**config.mk**
```make
export PLATFORM = sky130hd
export DESIGN_NAME = audio_i2s_tx
export DESIGN_NICKNAME = d
export VERILOG_FILES = /design/src/rtl/audio_i2s_tx.sv
export SDC_FILE = /design/constraint.sdc
export NUM_CORES = 1
export LEC_CHECK = 0
export BUFFER_PORTS_ARGS = -buffer_cell sky130_fd_sc_hd__buf_4
export CORE_MARGIN = 1
export CORE_UTILIZATION = 55
export CTS_CLUSTER_SIZE = 10
export DETAILED_ROUTE_END_ITERATION = 6
export PLACE_DENSITY = 0.78
export SLEW_MARGIN = 20
export SYNTH_ARGS = -nofsm -noshare
export SYNTH_HDL_FRONTEND = slang
export SYNTH_SLANG_ARGS = --single-unit
```
**constraint.sdc**
```tcl
create_clock -name i_clk -period 3.7 [get_ports i_clk]
set_input_delay 0.37 -clock i_clk [delete_from_list [all_inputs] [get_ports i_clk]]
set_output_delay 0.37 -clock i_clk [all_outputs]
set_load 0.02 [all_outputs]
```
**src/rtl/audio_i2s_tx.sv**
```systemverilog
// I2S master transmitter: one mono sample per strobe, sent on both channels,
// buffered through a one-entry holding register ahead of the serial frame.
module audio_i2s_tx #(
  parameter int BCLK_DIV = 4,
  parameter int DATA_W   = 16
) (
  input  logic              i_clk,
  input  logic              i_rst,
  input  logic              i_valid,
  input  logic [DATA_W-1:0] i_data,
  input  logic              i_mute,
  output logic              o_bclk,
  output logic              o_lrck,
  output logic              o_dacdat,
  output logic              o_buf_full,
  output logic              o_underrun,
  output logic              o_overflow
);

  localparam int SLOTS = 2 * DATA_W;
  localparam int SW    = $clog2(SLOTS);
  localparam int CW    = (BCLK_DIV > 2) ? $clog2(BCLK_DIV) : 1;

  logic [CW-1:0]     r_div_cnt;
  logic              r_bclk;
  logic              r_lrck;
  logic              r_dacdat;
  logic [SW-1:0]     r_slot;
  logic [DATA_W-1:0] r_shift;
  logic [DATA_W-1:0] r_last;
  logic [DATA_W-1:0] r_buf;
  logic              r_buf_full;
  logic              r_underrun;
  logic              r_overflow;

  logic              w_wrap;
  logic              w_fall;
  logic              w_load;
  logic [SW-1:0]     w_slot_nxt;
  logic [DATA_W-1:0] w_frame_word;

  assign w_wrap     = (r_div_cnt == CW'(BCLK_DIV - 1));
  assign w_fall     = w_wrap & r_bclk;
  assign w_slot_nxt = (r_slot == SW'(SLOTS - 1)) ? '0 : r_slot + 1'b1;
  assign w_load     = w_fall & (r_slot == SW'(SLOTS - 1));
  // Mute only replaces what goes on the wire; the buffer is still consumed.
  assign w_frame_word = i_mute     ? '0 :
                        r_buf_full ? r_buf : r_last;

  always_ff @(posedge i_clk) begin
    if (i_rst) begin
      r_div_cnt  <= '0;
      r_bclk     <= 1'b0;
      r_lrck     <= 1'b1;
      r_dacdat   <= 1'b0;
      r_slot     <= SW'(SLOTS - 1);
      r_shift    <= '0;
      r_last     <= '0;
      r_buf      <= '0;
      r_buf_full <= 1'b0;
      r_underrun <= 1'b0;
      r_overflow <= 1'b0;
    end else begin
      r_underrun <= 1'b0;
      r_overflow <= 1'b0;
      r_div_cnt  <= w_wrap ? '0 : r_div_cnt + 1'b1;
      if (w_wrap) r_bclk <= ~r_bclk;

      // The word rotates rather than shifts: after 16+15 rotations its bit 0
      // sits at the MSB, giving the one-bit I2S delay into the next slot 0.
      if (w_fall) begin
        r_slot   <= w_slot_nxt;
        r_lrck   <= (w_slot_nxt >= SW'(DATA_W));
        r_dacdat <= r_shift[DATA_W-1];
        r_shift  <= w_load ? w_frame_word
                           : {r_shift[DATA_W-2:0], r_shift[DATA_W-1]};
      end

      if (w_load) begin
        if (r_buf_full) begin
          r_last     <= r_buf;
          r_buf_full <= 1'b0;
        end else begin
          r_underrun <= 1'b1;
        end
      end

      // Write after load so a same-cycle strobe refills the buffer.
      if (i_valid) begin
        r_buf      <= i_data;
        r_buf_full <= 1'b1;
        if (r_buf_full && !w_load) r_overflow <= 1'b1;
      end
    end
  end

  assign o_bclk     = r_bclk;
  assign o_lrck     = r_lrck;
  assign o_dacdat   = r_dacdat;
  assign o_buf_full = r_buf_full;
  assign o_underrun = r_underrun;
  assign o_overflow = r_overflow;

endmodule

```
Word level (Yosys, flattened, before mapping)
Cells that the tools add are included.

word-level totals
  output and inout port bits = 6
  flip-flop bits (word level) = 61

cells by class
  add/subtract/negate cells = 2
  reduce and logical (&&, ||, !) cells = 6
  muxes and demuxes = 8
  $lt $le $gt $ge = 1
  eq/ne operators = 2
  bitwise operators = 5

operators with widths
  operator                                                   number
  2-to-1 mux 16 bit                                          3
  OR reduction 2 bit                                         3
  adder 5 x 1 -> 5 bit (second input constant)               1
  == test 5 bit (second input constant)                      1
  greater-or-equal comparator 5 bit (second input constant)  1
  2-to-1 mux 5 bit                                           1
  2-to-1 mux 1 bit                                           4
  inverter 1 bit                                             3
  adder 2 x 1 -> 2 bit (second input constant)               1
  bitwise AND 1 bit                                          2
  == test 2 bit (second input constant)                      1
  nonzero test 2 bit                                         1
  logical AND 1 bit                                          1
  zero test 1 bit                                            1

Depth between registers and ports, before layout
  depth in word-level cells = 6
  gate-level depth with buffers = 9
  depth with buffers taken out = 6

Least setup slack after synthesis
OpenSTA, ideal clock, no wires.

  path kind = register to register
  start point = reg r_slot[0]
  end point = reg r_shift[6]
  library setup time = 0.139 ns
  data arrival time = 1.707 ns
  clock period less this slack = 1.846 ns
  stages on the path, launching flop included = 10
  path slack = 1.854 ns
  required time = 3.561 ns
  cells stage by stage = dfxtp_1 ha_1 and3_1 ha_1 buf_6 and4b_1 buf_6 buf_12 a221oi_2 nor3_2

between the ends
  longest elaborated chain between the ends = 3

RTL lines
  element                   RTL line  text
  start: declaration        28        logic [SW-1:0] r_slot;
  start signal: assignment  56        r_slot <= SW'(SLOTS - 1);
  start signal: assignment  72        r_slot <= w_slot_nxt;
  == test 5 bit             45        assign w_load = w_fall & (r_slot == SW'(SLOTS - 1));
  bitwise AND 1 bit         45
  2-to-1 mux 16 bit         75        r_shift <= w_load ? w_frame_word
  end signal: assignment    75
  end: declaration          29        logic [DATA_W-1:0] r_shift;

Every way passes these cells.
A chain may end at the register's enable or synchronous reset.

Worst setup path in the final report
  start point = reg r_slot[0]
  end point = reg r_shift[4]

Same word-level chain as after synthesis.

==> flow_summary_export.csv <==
group,metric,value,unit
drt,ant_nets,0,
power,pwr_density_cell,439.1,nW/µm²
flow_run,drv_cap,0,
cts,cts.repair.resized,0,
power,total_power,1.252,mW
sta,worst_clock_skew,0.004107,ns
floorplanning,start_util,0.5814,
finish,diodes,0,
worst_setup_path,crit_required,3.95,ns
synth,ys_seq_area_frac,0.4649,
worst_setup_path,critical_path_arrival,2.54,ns
synth,yosys_warnings,0,
place,post-dp-hpwl,2.849,mm
grt,grtUsageTotal,0.2049,
drt,drc,4,
finish,ff_latch_area,1201,µm²
worst_setup_path,rr_startpoint,"r_slot[0]$_SDFFE_PP1P_",
floorplanning,fp.coreArea,4444,µm²
drt,drt_iter0_drc,162,
synth,postSynthAreaPerCell,9.750,µm²
cts,clockBufferDepth,2,
sta,max-slew-margin-rel,0.3428,
worst_setup_path,worstPathMaxFanout,16,
drt,drt_wl_total,4.778,mm
drt,num_vias,1930,
power,irDropWorstVdd,218.1,µV
finish,multi_input_area,1224,µm²
sta,hold_viol_final,0,
cts,postCtsSetupBuffers,0,
min_path,min_to,"r_buf[4]$_SDFFE_PP0P_",
sta,fin_crit,2.289,ns
grt,overflow,0,
worst_setup_path,r2r_setup_slack,1.41,ns
cts,postCtsHoldBufs,0,
drt,wl_per_cell,14.22,µm
floorplanning,die_h,70.54,µm
cts,clk_latency,0.32,ns
worst_setup_path,cp-start-kind,"register",
power,leakage,1.178,nW
sta,rsz0062_at_grt,"no",
cts,path_clk_slew,0.06,ns
finish,finalInstanceArea,2851,µm²
sta,setup_viol,0,
floorplanning,die_area,4976,µm²
floorplanning,die-width,70.54,µm
sta,finalSetupTns,0,ns
grt,grt_pass1_wl,7.941,mm
worst_setup_path,path_class,"reg2reg",
worst_setup_path,r2r-end,"r_shift[4]$_SDFFE_PP0P_",
cts,clock_sinks,60,
grt,grt_start_max_net_pins,61,
place,gp_congestion,0.7606,
min_path,hold_depth,3,
worst_setup_path,crit_start,"r_slot[0]$_SDFFE_PP1P_",
drt,vias_per_cell,5.744,
drt,first_pass_iters,6,
finish,final_util,0.6416,
finish,nFillCells,373,
finish,final_common_cell,"dfxtp_1",
place,port_buffers,25,
grt,grt_pass1_vias,1810,
status,status,"finished, violations left",
finish,nNetsFinal,302,
sta,drv_slew,0,
sta,worst_pin_slew,0.9835,ns
cts,htree_levels,3,
finish,area_growth,10.36,%
status,violations,"design-rule violations",
min_path,holdCritPathClass,"in2reg",
min_path,min_from,"i_data[4]",
cts,cts_tree,"done",
grt,antenna_found_initial,0,
synth,synth_cells,265,
place,dpl_cell_area,2689,µm²
finish,drive_above_1_share,0.2570,
synth,syn_nets,288,
worst_setup_path,reg2regPathDepth,6,
synth,yosysUniqueCellTypes,34,
floorplanning,ios,26,
worst_setup_path,crit_path_end_kind,"register",
finish,most-common-layout-cells,"dfxtp_1, nand2_1, nor2_1",
sta,timing.fmax,436.9,MHz
floorplanning,rows,24,
synth,ys_seq_elements,60,
sta,min_period_over_period,0.6186,
place,pre_cts_ws,1.449,ns
cts,cts-root-buf,"clkbuf_8",
synth,netlist_area,2584,µm²
sta,finalWorstSetupSlack,1.411,ns
cts,cts_buffers,9,
==> synthesized netlist by cell type <==
library cell / count / area share
buf_12: 1 / 0.0077
a221oi_2: 9 / 0.052
a311o_1: 1 / 0.0039
buf_2: 9 / 0.017
and2_1: 1 / 0.0024
o21ai_0: 1 / 0.0019
mux2_2: 16 / 0.070
nand4_1: 1 / 0.0024
and4b_1: 2 / 0.0077
dfxtp_1: 60 / 0.46
nor3b_1: 1 / 0.0029
a221oi_1: 6 / 0.020
nand2_1: 41 / 0.060
nand3b_1: 2 / 0.0058
ha_1: 3 / 0.015
buf_6: 3 / 0.013
clkbuf_1: 4 / 0.0058
and3_1: 1 / 0.0024
and4_1: 1 / 0.0034
nand3_1: 3 / 0.0058
nor3_1: 9 / 0.017
a211o_1: 2 / 0.0068
a21o_1: 1 / 0.0029
a21oi_1: 18 / 0.035
nor4_1: 1 / 0.0024
buf_1: 1 / 0.0015
xnor2_1: 1 / 0.0034
nor2_1: 33 / 0.048
inv_2: 1 / 0.0015
nor3_2: 9 / 0.035
a31oi_1: 1 / 0.0024
mux2i_1: 16 / 0.062
buf_4: 5 / 0.015
nor4b_1: 1 / 0.0034
==> registers in the layout, summed over array words and instances, names as in the netlist <==
signal / cells
r_shift: 16
o_overflow: 1
r_last: 16
r_slot: 4
o_bclk: 1
o_buf_full: 1
o_dacdat: 1
o_lrck: 1
r_div_cnt: 2
o_underrun: 1
r_buf: 16
==> how the worst max path moves through the flow <==
stage / slack, ns / end / cells past startpoint
6_report: 1.41 / r_shift[4]$_SDFFE_PP0P_ / 6
5_1_grt: 1.25 / r_shift[1]$_SDFFE_PP0P_ / 6
4_1_cts: 1.43 / r_shift[4]$_SDFFE_PP0P_ / 6
3_5_place_dp: 1.45 / r_shift[4]$_SDFFE_PP0P_ / 6
3_3_place_gp: 1.56 / r_shift[15]$_SDFFE_PP0P_ / 6
2_1_floorplan: 1.85 / r_shift[6]$_SDFFE_PP0P_ / 9
==> cells by family after synthesis <==
group,Yosys count,synth area share
AO/OA/AOI/OAI,39,0.1254
buffers and inverters,24,0.06150
flip-flops,60,0.4649
multiplexers,32,0.1317
adder cells (fa/ha/maj),3,0.01453
AND/OR/NAND/NOR,106,0.1986
XOR/XNOR,1,0.003390
==> area by class of cell <==
| cell class | instances | share of cell area |
|---|---|---|
| multi-input cells | 181 | 0.4291 |
| flip-flops and latches | 60 | 0.4212 |
| repair buffers | 26 | 0.06845 |
| clock buffers | 14 | 0.05353 |
| well taps | 52 | 0.02282 |
| clock inverters | 2 | 0.003510 |
| inverters | 1 | 0.001316 |
==> routing by layer <==
| layer | share of wire | global-route usage | wire length [µm] |
|---|---|---|---|
| met2 | 0.48 | 0.3409 | 2300 |
| met3 | 0.031 | 0.05271 | 148 |
| met5 | 0 | 0 | 0 |
| met4 | 0.021 | 0.1200 | 99 |
| met1 | 0.47 | 0.2405 | 2230 |
==> where the power goes <==
part / switching, mW / internal (mW)
Combinational: 0.0463 / 0.0421
Clock: 0.228 / 0.260
Sequential: 0.0122 / 0.664
==> critical path: stages (launching register included) <==
cell	delay (ns)
dfxtp_1	0.38
ha_1	0.19
and3_1	0.17
ha_1	0.31
and4b_1	0.76
a221oi_1	0.19
nor3_1	0.21
==> per-stage QoR <==
step	std cells	hold slack [ns]
floorplan	265	0.4043
global placement	320	0.4174
detailed placement	320	0.4218
CTS	336	0.2678
global route	336	0.2743
finish	336	0.2760
No activity file was read; power rests on OpenSTA's default activity.
